$ cat src/rtl/kappa3_ctl_pkg.sv
// Shared encodings for the KAPPA3 sequencing control unit: states, ALU
// control codes, RV32I opcode/funct3 values and the rd write-back select.
package kappa3_ctl_pkg;

   typedef enum logic [2:0] {
      S_HALT = 3'd0,
      S_IF   = 3'd1,
      S_DE   = 3'd2,
      S_EX   = 3'd3,
      S_BR   = 3'd4,
      S_MA   = 3'd5,
      S_WB   = 3'd6,
      S_ERR  = 3'd7
   } state_t;

   localparam logic [3:0] ALU_ADD   = 4'd0;
   localparam logic [3:0] ALU_SUB   = 4'd1;
   localparam logic [3:0] ALU_SLL   = 4'd2;
   localparam logic [3:0] ALU_SLT   = 4'd3;
   localparam logic [3:0] ALU_SLTU  = 4'd4;
   localparam logic [3:0] ALU_XOR   = 4'd5;
   localparam logic [3:0] ALU_SRL   = 4'd6;
   localparam logic [3:0] ALU_SRA   = 4'd7;
   localparam logic [3:0] ALU_OR    = 4'd8;
   localparam logic [3:0] ALU_AND   = 4'd9;
   localparam logic [3:0] ALU_EQ    = 4'd10;
   localparam logic [3:0] ALU_NE    = 4'd11;
   localparam logic [3:0] ALU_GE    = 4'd12;
   localparam logic [3:0] ALU_GEU   = 4'd13;
   localparam logic [3:0] ALU_PASSB = 4'd14;

   localparam logic [6:0] OP_LOAD     = 7'b0000011;
   localparam logic [6:0] OP_MISC_MEM = 7'b0001111;
   localparam logic [6:0] OP_IMM      = 7'b0010011;
   localparam logic [6:0] OP_AUIPC    = 7'b0010111;
   localparam logic [6:0] OP_STORE    = 7'b0100011;
   localparam logic [6:0] OP_OP       = 7'b0110011;
   localparam logic [6:0] OP_LUI      = 7'b0110111;
   localparam logic [6:0] OP_BRANCH   = 7'b1100011;
   localparam logic [6:0] OP_JALR     = 7'b1100111;
   localparam logic [6:0] OP_JAL      = 7'b1101111;
   localparam logic [6:0] OP_SYSTEM   = 7'b1110011;

   localparam logic [2:0] F3_ADD  = 3'b000;
   localparam logic [2:0] F3_SLL  = 3'b001;
   localparam logic [2:0] F3_SLT  = 3'b010;
   localparam logic [2:0] F3_SLTU = 3'b011;
   localparam logic [2:0] F3_XOR  = 3'b100;
   localparam logic [2:0] F3_SR   = 3'b101;
   localparam logic [2:0] F3_OR   = 3'b110;
   localparam logic [2:0] F3_AND  = 3'b111;

   localparam logic [2:0] F3_BEQ  = 3'b000;
   localparam logic [2:0] F3_BNE  = 3'b001;
   localparam logic [2:0] F3_BLT  = 3'b100;
   localparam logic [2:0] F3_BGE  = 3'b101;
   localparam logic [2:0] F3_BLTU = 3'b110;
   localparam logic [2:0] F3_BGEU = 3'b111;

   localparam logic [1:0] RD_C   = 2'b00;
   localparam logic [1:0] RD_MEM = 2'b01;
   localparam logic [1:0] RD_PC4 = 2'b10;

   function automatic logic legal_opcode(input logic [6:0] op);
      case (op)
         OP_LOAD, OP_MISC_MEM, OP_IMM, OP_AUIPC, OP_STORE, OP_OP,
         OP_LUI, OP_BRANCH, OP_JALR, OP_JAL, OP_SYSTEM: return 1'b1;
         default:                                       return 1'b0;
      endcase
   endfunction

   function automatic logic [3:0] alu_op(input logic [2:0] f3, input logic alt);
      case (f3)
         F3_ADD:  return alt ? ALU_SUB : ALU_ADD;
         F3_SLL:  return ALU_SLL;
         F3_SLT:  return ALU_SLT;
         F3_SLTU: return ALU_SLTU;
         F3_XOR:  return ALU_XOR;
         F3_SR:   return alt ? ALU_SRA : ALU_SRL;
         F3_OR:   return ALU_OR;
         default: return ALU_AND;
      endcase
   endfunction

   // BLT/BLTU reuse the set-less-than codes: bit 0 of the result is the condition.
   function automatic logic [3:0] br_op(input logic [2:0] f3);
      case (f3)
         F3_BNE:  return ALU_NE;
         F3_BLT:  return ALU_SLT;
         F3_BGE:  return ALU_GE;
         F3_BLTU: return ALU_SLTU;
         F3_BGEU: return ALU_GEU;
         default: return ALU_EQ;
      endcase
   endfunction

endpackage

$ cat src/rtl/seq_controller_imm_gen.sv
// RV32I immediate extraction: I/S/B/U/J formats selected by opcode, sign-extended.
module imm_gen
   import kappa3_ctl_pkg::*;
(
   input  logic [31:0] ir,
   output logic [31:0] imm
);

   always_comb begin
      imm = '0;
      case (ir[6:0])
         OP_LOAD, OP_IMM, OP_JALR, OP_SYSTEM, OP_MISC_MEM:
            imm = {{20{ir[31]}}, ir[31:20]};
         OP_STORE:
            imm = {{20{ir[31]}}, ir[31:25], ir[11:7]};
         OP_BRANCH:
            imm = {{19{ir[31]}}, ir[31], ir[7], ir[30:25], ir[11:8], 1'b0};
         OP_LUI, OP_AUIPC:
            imm = {ir[31:12], 12'b0};
         OP_JAL:
            imm = {{11{ir[31]}}, ir[31], ir[19:12], ir[20], ir[30:21], 1'b0};
         default:
            imm = '0;
      endcase
   end

endmodule

$ cat src/rtl/seq_controller.sv
// KAPPA3 multi-cycle control unit: phase sequencing, memory handshake with
// timeout, run/step/halt control, fault trapping and datapath control decode.
module seq_controller
   import kappa3_ctl_pkg::*;
#(
   parameter int unsigned MEM_TIMEOUT   = 255,
   parameter int unsigned TMO_W         = (MEM_TIMEOUT == 0) ? 1 : $clog2(MEM_TIMEOUT + 1),
   parameter bit          START_RUNNING = 1'b1,
   parameter bit          MISALIGN_TRAP = 1'b1
) (
   input  logic        clock,
   input  logic        reset,
   input  logic        run,
   input  logic        step,
   input  logic [31:0] ir,
   input  logic [31:0] addr,
   input  logic [31:0] alu_out,
   input  logic        mem_ready,
   output logic        pc_sel,
   output logic        pc_ld,
   output logic        mem_sel,
   output logic        mem_read,
   output logic        mem_write,
   output logic [3:0]  mem_wrbits,
   output logic        ir_ld,
   output logic [4:0]  rs1_addr,
   output logic [4:0]  rs2_addr,
   output logic [4:0]  rd_addr,
   output logic [1:0]  rd_sel,
   output logic        rd_ld,
   output logic        a_ld,
   output logic        b_ld,
   output logic        a_sel,
   output logic        b_sel,
   output logic [31:0] imm,
   output logic [3:0]  alu_ctl,
   output logic        c_ld,
   output logic [2:0]  phase,
   output logic        halted,
   output logic        fault
);

   state_t           state, state_nx, fetch_st;
   logic             one_shot, one_shot_nx;
   logic [TMO_W-1:0] wait_cnt;
   logic [6:0]       opcode;
   logic [2:0]       funct3;
   logic             is_load, is_store, is_jump, misaligned, tmo_hit;
   logic [3:0]       wrbits;
   logic             unused_bits;

   assign opcode   = ir[6:0];
   assign funct3   = ir[14:12];
   assign rs1_addr = ir[19:15];
   assign rs2_addr = ir[24:20];
   assign rd_addr  = ir[11:7];
   assign is_load  = (opcode == OP_LOAD);
   assign is_store = (opcode == OP_STORE);
   assign is_jump  = (opcode == OP_JAL) || (opcode == OP_JALR);
   assign fetch_st = (run && !one_shot) ? S_IF : S_HALT;
   assign tmo_hit  = (MEM_TIMEOUT != 0) && (wait_cnt == TMO_W'(MEM_TIMEOUT - 1));
   assign unused_bits = ^{addr[31:2], alu_out[31:1]};

   imm_gen u_imm_gen (
      .ir  (ir),
      .imm (imm)
   );

   always_comb begin
      misaligned = 1'b0;
      wrbits     = '0;
      case (funct3[1:0])
         2'b00: wrbits = 4'b0001 << addr[1:0];
         2'b01: begin
            wrbits     = addr[1] ? 4'b1100 : 4'b0011;
            misaligned = addr[0];
         end
         2'b10: begin
            wrbits     = 4'b1111;
            misaligned = (addr[1:0] != 2'b00);
         end
         default: ;
      endcase
   end

   always_ff @(posedge clock) begin
      if (reset) begin
         state    <= START_RUNNING ? S_IF : S_HALT;
         one_shot <= 1'b0;
         wait_cnt <= '0;
      end else begin
         state    <= state_nx;
         one_shot <= one_shot_nx;
         if (state_nx != state)
            wait_cnt <= '0;
         else if ((state == S_IF || state == S_MA) && !mem_ready && MEM_TIMEOUT != 0)
            wait_cnt <= wait_cnt + 1'b1;
      end
   end

   always_comb begin
      state_nx    = state;
      one_shot_nx = one_shot;
      pc_sel      = 1'b0;
      pc_ld       = 1'b0;
      mem_sel     = 1'b0;
      mem_read    = 1'b0;
      mem_write   = 1'b0;
      mem_wrbits  = '0;
      ir_ld       = 1'b0;
      rd_sel      = RD_C;
      rd_ld       = 1'b0;
      a_ld        = 1'b0;
      b_ld        = 1'b0;
      a_sel       = 1'b0;
      b_sel       = 1'b0;
      alu_ctl     = ALU_ADD;
      c_ld        = 1'b0;

      case (state)
         S_HALT: begin
            if (run) begin
               state_nx = S_IF;
            end else if (step) begin
               state_nx    = S_IF;
               one_shot_nx = 1'b1;
            end
         end
         S_IF: begin
            mem_read = 1'b1;
            if (mem_ready) begin
               ir_ld    = 1'b1;
               state_nx = S_DE;
            end else if (tmo_hit) begin
               state_nx = S_ERR;
            end
         end
         S_DE: begin
            a_ld     = 1'b1;
            b_ld     = 1'b1;
            state_nx = legal_opcode(opcode) ? S_EX : S_ERR;
         end
         S_EX: begin
            c_ld = 1'b1;
            case (opcode)
               OP_OP:  alu_ctl = alu_op(funct3, ir[30]);
               OP_IMM: begin
                  b_sel   = 1'b1;
                  alu_ctl = alu_op(funct3, ir[30] && (funct3 == F3_SR));
               end
               OP_LOAD, OP_STORE, OP_JALR: b_sel = 1'b1;
               OP_LUI: begin
                  b_sel   = 1'b1;
                  alu_ctl = ALU_PASSB;
               end
               OP_AUIPC, OP_JAL, OP_BRANCH: begin
                  a_sel = 1'b1;
                  b_sel = 1'b1;
               end
               default: ;
            endcase
            if (opcode == OP_BRANCH)
               state_nx = S_BR;
            else if (is_load || is_store)
               state_nx = (misaligned && MISALIGN_TRAP) ? S_ERR : S_MA;
            else
               state_nx = S_WB;
         end
         S_BR: begin
            alu_ctl     = br_op(funct3);
            pc_sel      = alu_out[0];
            pc_ld       = 1'b1;
            state_nx    = fetch_st;
            one_shot_nx = 1'b0;
         end
         S_MA: begin
            mem_sel = 1'b1;
            if (is_load) begin
               mem_read = 1'b1;
            end else begin
               mem_write  = 1'b1;
               mem_wrbits = wrbits;
            end
            if (mem_ready) begin
               if (is_load) begin
                  state_nx = S_WB;
               end else begin
                  pc_ld       = 1'b1;
                  state_nx    = fetch_st;
                  one_shot_nx = 1'b0;
               end
            end else if (tmo_hit) begin
               state_nx = S_ERR;
            end
         end
         S_WB: begin
            pc_ld       = 1'b1;
            one_shot_nx = 1'b0;
            if (opcode == OP_SYSTEM) begin
               state_nx = S_HALT;
            end else begin
               rd_ld    = (rd_addr != 5'd0);
               rd_sel   = is_load ? RD_MEM : (is_jump ? RD_PC4 : RD_C);
               pc_sel   = is_jump;
               state_nx = fetch_st;
            end
         end
         S_ERR: ;
         default: state_nx = S_ERR;
      endcase

      // Reset lands mid-cycle on whatever state is current; kill every strobe so an
      // interrupted access never completes a load or write.
      if (reset) begin
         pc_sel     = 1'b0;
         pc_ld      = 1'b0;
         mem_sel    = 1'b0;
         mem_read   = 1'b0;
         mem_write  = 1'b0;
         mem_wrbits = '0;
         ir_ld      = 1'b0;
         rd_ld      = 1'b0;
         a_ld       = 1'b0;
         b_ld       = 1'b0;
         c_ld       = 1'b0;
      end
   end

   assign phase  = state;
   assign halted = (state == S_HALT);
   assign fault  = (state == S_ERR) && !reset;

endmodule

$ cat config.mk
export PLATFORM = sky130hd
export DESIGN_NAME = seq_controller
export DESIGN_NICKNAME = d
export VERILOG_FILES = /design/src/rtl/kappa3_ctl_pkg.sv /design/src/rtl/seq_controller_imm_gen.sv /design/src/rtl/seq_controller.sv
export SDC_FILE = /design/constraint.sdc
export NUM_CORES = 1
export LEC_CHECK = 0
export ABC_AREA = 1
export CAP_MARGIN = 25
export CORE_ASPECT_RATIO = 1.25
export CORE_UTILIZATION = 30
export CTS_BUF_LIST = sky130_fd_sc_hd__clkbuf_2 sky130_fd_sc_hd__clkbuf_4 sky130_fd_sc_hd__clkbuf_8
export CTS_CLUSTER_DIAMETER = 50
export CTS_CLUSTER_SIZE = 40
export DETAILED_ROUTE_END_ITERATION = 6
export GPL_ROUTABILITY_DRIVEN = 0
export PLACE_DENSITY = 0.91
export SYNTH_ARGS = -nofsm -noshare
export SYNTH_HDL_FRONTEND = slang
export SYNTH_SLANG_ARGS = --single-unit
$ cat constraint.sdc
create_clock -name clock -period 5 [get_ports clock]
set_input_delay 1 -clock clock [delete_from_list [all_inputs] [get_ports clock]]
set_output_delay 1 -clock clock [all_outputs]
set_load 0.01 [all_outputs]
* Yosys cells after proc, flatten, opt, wreduce, memory -nomap -nowiden
Index checks and enable logic that the tools add are counted.
** Storage, ports and cells
- Bits in registers :: 12
- Bits in latches :: 0
- Memory bits (writable) :: 0
- ROM bits :: 0
- Bits of input ports :: 101
- Output and inout port bits :: 74
- Logic and storage cells :: 130
- Memories kept :: 0
** Cells by class
- Add/sub/neg operators :: 1
- $mul :: 0
- Div/mod/pow operators :: 0
- Magnitude comparators :: 0
- Equal/unequal tests :: 33
- Shifts and indexed selects :: 1
- Mux-type cells :: 68
- Bitwise gates (word level) :: 0
- Reduce and logical (&&, ||, !) cells :: 24
** Operator list (count)
- $pmux W32 S5 :: 1
- $pmux W4 S7 :: 2
- $mux W1 :: 37
- $eq A7 B7 Y1 const B :: 4
- $eq A3 B3 Y1 const B :: 8
- $pmux W4 S3 :: 2
- $eq A7 B6 Y1 const B :: 3
- $mux W3 :: 7
- $pmux W3 S7 :: 1
- $pmux W4 S5 :: 1
- $mux W4 :: 4
- $eq A7 B5 Y1 const B :: 2
- $mux W2 :: 7
- $eq A3 B2 Y1 const B :: 4
- $reduce_or A11 Y1 :: 1
- $add A8 B1 Y8 const B :: 1
- $eq A8 B8 Y1 const B :: 1
- $ne A2 B2 Y1 const B :: 4
- $pmux W1 S2 :: 4
- $pmux W4 S2 :: 1
- $reduce_or A8 Y1 :: 1
- $eq A7 B2 Y1 const B :: 1
- $eq A7 B4 Y1 const B :: 1
- $eq A3 B1 Y1 const B :: 2
- other kinds (17) :: 27

* Logic depth before layout (Yosys ltp)
- Word-level depth :: 8
- Depth in mapped cells :: 14
- Gate-level depth less buffers :: 13

* Hierarchy
A second synthesis with hierarchy kept.
** Second synthesis, totals
- Cells, all modules :: 429
- Area, all modules :: 2343.5 µm²
** By module, submodules not included
- seq_controller :: instances 1, cells each 247, area an instance 1530.2 µm², sequential area each 240.2 µm²
- imm_gen :: instances 1, cells each 182, area an instance 813.3 µm², sequential area each 0.0 µm²

* Worst setup path after synthesis
Ideal clock, no wire load.
- Path kind :: input-to-output
- Start :: input port ir[4]
- End :: output port imm[20]
- Arrival time :: 2.106 ns
- Data required time :: 4.000 ns
- Slack :: 1.894 ns
- Cell stages on the path :: 11
- Buffers on the path :: 1
- Cells stage by stage :: inv_1 -> nand2_2 -> nor2_2 -> nand3_1 -> and2_1 -> nand2_2 -> nor2_4 -> nand2_2 -> nand2_2 -> buf_6 -> o21ai_0
** On the way
- Cells in the longest elaborated chain, start to end :: 3
- Elaborated cells between the ends (all ways) :: 13
- Classes of those cells :: 10 x eq/ne; 1 x mux; 2 x reduce/logical
** Ends and longest elaborated chain
- start: declaration :: RTL line seq_controller.sv:15 : input logic [31:0] ir,
- $eq A7 B2 Y1 (tied with other cells) :: RTL line seq_controller_imm_gen.sv:11 : case (ir[6:0])
- $reduce_or A5 Y1 / $reduce_or A2 Y1 (equally long branches) :: RTL line seq_controller_imm_gen.sv:11
- $pmux W32 S5 * :: RTL line seq_controller_imm_gen.sv:11
- end: declaration :: RTL line seq_controller.sv:35 : output logic [31:0] imm,
Mark *: on every way between the ends. The rest lies on a longest branch, timed or not.

* Final worst setup path
- Start :: input port ir[1]
- End :: output port imm[13]
The elaborated chain is that of the path after synthesis.

==> results.cfg <==
[critical_path]
cp_num_buf_inv = 4
required_ps = 4000
cp_top_family = buffers and inverters
startpoint_type = input port
crit_type = input port to primary output
crit_path_max_incr_delay_ps = 580
endpoint_kind = primary output
crit_path_frequent_cell = nand2_1
crit_slowest_cell = clkdlybuf4s50_1
worstPathMaxFanout = 12
path_cells = clkdlybuf4s50_1 -> nand2_1 -> nor2_1 -> nand2_1 -> nor2_1 -> inv_1 -> nand2_1 -> inv_1 -> o21ai_0 -> clkdlybuf4s50_1
arrival_ps = 3400

[route]
drt_wl_total_mm = 6.78
vias = 2434
wl_met2_mm = 3.08
firstDrtPassIters = 5
viasPerCell = 4.79
final_antenna_net_count = 0
drtIter0Drc = 134
highest_layer = met4
avgRoutedWirePerCell_um = 13.3
wl_met1_mm = 3.11
wl_met3_um = 530
drc = 0

[place]
portBuffers = 113
pre_cts_ws_ps = 572
hpwl_mm = 5.68

[pwr]
p_switching_w = 0.000302
comb_power_share_pct = 64.5
p_int_w = 0.000351
p_seq_share_pct = 22.5
p_leak_nw = 1.33
p_per_area_nw_per_um2 = 221
p_clk_share_pct = 13.0
design_power_total_w = 0.000653
p_sw_share_pct = 46.2
irDropWorstVdd_uv = 123

[timing]
clock_skew_ps = 4.12
fmax_ghz = 0.227
setup_ws_ps = 600
slew_violations = 0
worst_slew_pin_slew_ps = 454
final-setup-viol-count = 0
relSlewSlack_pct = 69.6
min_period_ps = 4400
rsz0062_at_grt = false
setup_tns_ps = 0
hold_viol_final = 0
finalCritPeriodShare_pct = 88.0

[global_route]
grt-ovfl-total = 0
first_global_vias = 2204
grt_usage_pct = 20.5
antenna_found_initial = 0
grt_pass1_wl_mm = 10.4
grt_max_degree = 13

[synthesis]
synth.area.top_cells = nand2_1 14%, dfxtp_1 13%, inv_1 12%, nor2_1 10%, o21ai_0 7.9%
yosysSeqAreaShare_pct = 13.0
synth_most_common_cell = nand2_1
synthAdderAreaFrac_pct = 4.06
syn_area_um2 = 1850
synth_top_family_by_area = simple AND/OR/NAND/NOR gates
synth_edf_count = 0
synthTopCellsByCount = 69 x nand2_1, 57 x inv_1, 49 x nor2_1
synth_xor_area_share_pct = 3.32
ys_types = 35
muxShareOfSynthArea_pct = 0
synth_area_per_cell_um2 = 5.57
ys_warn_count = 0
dominantRegCellSynth = dfxtp_1
synth_top_cell_area_share_pct = 14.0
ys_async_sr_fraction_pct = 0
synth_top_area_cell = nand2_1
synthesis.nets = 439
synthSimpleGateAreaFrac_pct = 42.3
synth_compound_area_share_pct = 16.2
synth_cells = 332
synth_seq_cells = 12

[cts]
clkTransAtPathRegs_ps = 50
clock_latency_ps = 240
htreeDepth = 1
cts_buffers = 3
cts_resized = 0
cts_sinks = 12
cts_post_setup_buffers_inserted = 0
clockBufferDepth = 2
hold_buffers = 0
cts_tree = done
cts-root-buf = clkbuf_8

[floorplanning]
io_pins = 175
rows = 31
fp.dieW_um = 72.2
core-area_um2 = 5860
die_y_um = 89.8
start_util_pct = 31.6
die_area_um2 = 6480

[min_path]
min_path_type = flop to flop

[final_layout]
drive_gt1_share_pct = 6.10
area_delta_synth_final_pct = 60.3
final_nets = 535
antenna_cells = 0

[run]
max-cap-violations = 0

[status]
status = finished, final reports clean
-- metrics by stage --
step	instances	instance area [um2]	utilization, %	hold WS [ps]
global placement	505	2920	49.9	464
CTS	508	2960	50.6	500
global route	508	2960	50.6	517
detailed placement	505	2920	49.9	489
finish	508	2960	50.6	504
floorplan	332	1850	-	452
-- metal layers --
metal,GRT usage [%],vias to the layer above
met3,3.03,7
li1,-,1224
met4,3.92,0
met1,27.6,1064
met5,0,-
met2,34.4,139
-- tightest hold or removal path, cell delays in order, from the launching register on --
cell and delay [ps]:
dfxtp_1 330, a21oi_1 40, nor2_1 90
-- cell type report --
| class | count | area (um2) |
|---|---|---|
| tap | 82 | 103 |
| timing repair buffer | 113 | 1130 |
| sequential | 12 | 240 |
| inverter | 61 | 229 |
| multi-input combinational | 237 | 1220 |
| fill | 579 | 2900 |
| clock buffer | 3 | 41.3 |
-- power groups by stage --
| stage | combinational, W | sequential (W) | clock (W) |
|---|---|---|---|
| 2_1_floorplan | 0.000276 | 0.000132 | 0 |
| 3_3_place_gp | 0.000411 | 0.000147 | 0 |
| 3_5_place_dp | 0.000418 | 0.000149 | 0 |
| 4_1_cts | 0.000420 | 0.000147 | 0.0000870 |
| 5_1_grt | 0.000468 | 0.000152 | 0.0000933 |
| 6_report | 0.000422 | 0.000147 | 0.0000847 |
-- state kept, by name, indices dropped and copies added (netlist names) --
register	flops
phase	3
wait_cnt	8
one_shot	1
-- cells by family after synthesis --
| kind of cell | count (synthesis) |
|---|---|
| buffers and inverters | 83 |
| adder cells (fa/ha/maj) | 6 |
| AND/OR/NAND/NOR | 171 |
| AO/OA/AOI/OAI | 53 |
| XOR/XNOR | 7 |
| flip-flops | 12 |
-- worst paths after layout --
kind | end | depth (start not counted) | from | slack (ps)
min | one_shot | 2 | one_shot | 500
max | imm[13] | 10 | ir[1] | 600
max reg2reg | wait_cnt[7] | 10 | phase[0] | 3180
min reg2reg | one_shot | 2 | one_shot | 500
-- placed cells by master (no fill, tap or decap) --
cell	n
a311oi_1	1
o21ai_0	29
nand3_2	1
nand2_1	69
o31ai_1	2
nand3b_1	1
ha_1	6
nand3_1	18
clkdlybuf4s50_1	113
nor2_2	4
a22o_1	1
inv_2	4
dfxtp_1	12
nand2_2	7
inv_1	57
nor3_1	10
and2_1	1
nor2_1	49
o211ai_1	2
o22ai_1	2
clkbuf_8	3
nor2_4	4
o21ai_1	2
nor4_1	1
nand4_1	3
o21ai_2	1
xnor2_1	3
o21bai_1	1
nor3b_1	1
nand3_4	1
xor2_1	4
nand2_4	1
a21oi_1	10
o2111ai_1	2
Note: power is estimated with default switching activity, not from simulation.
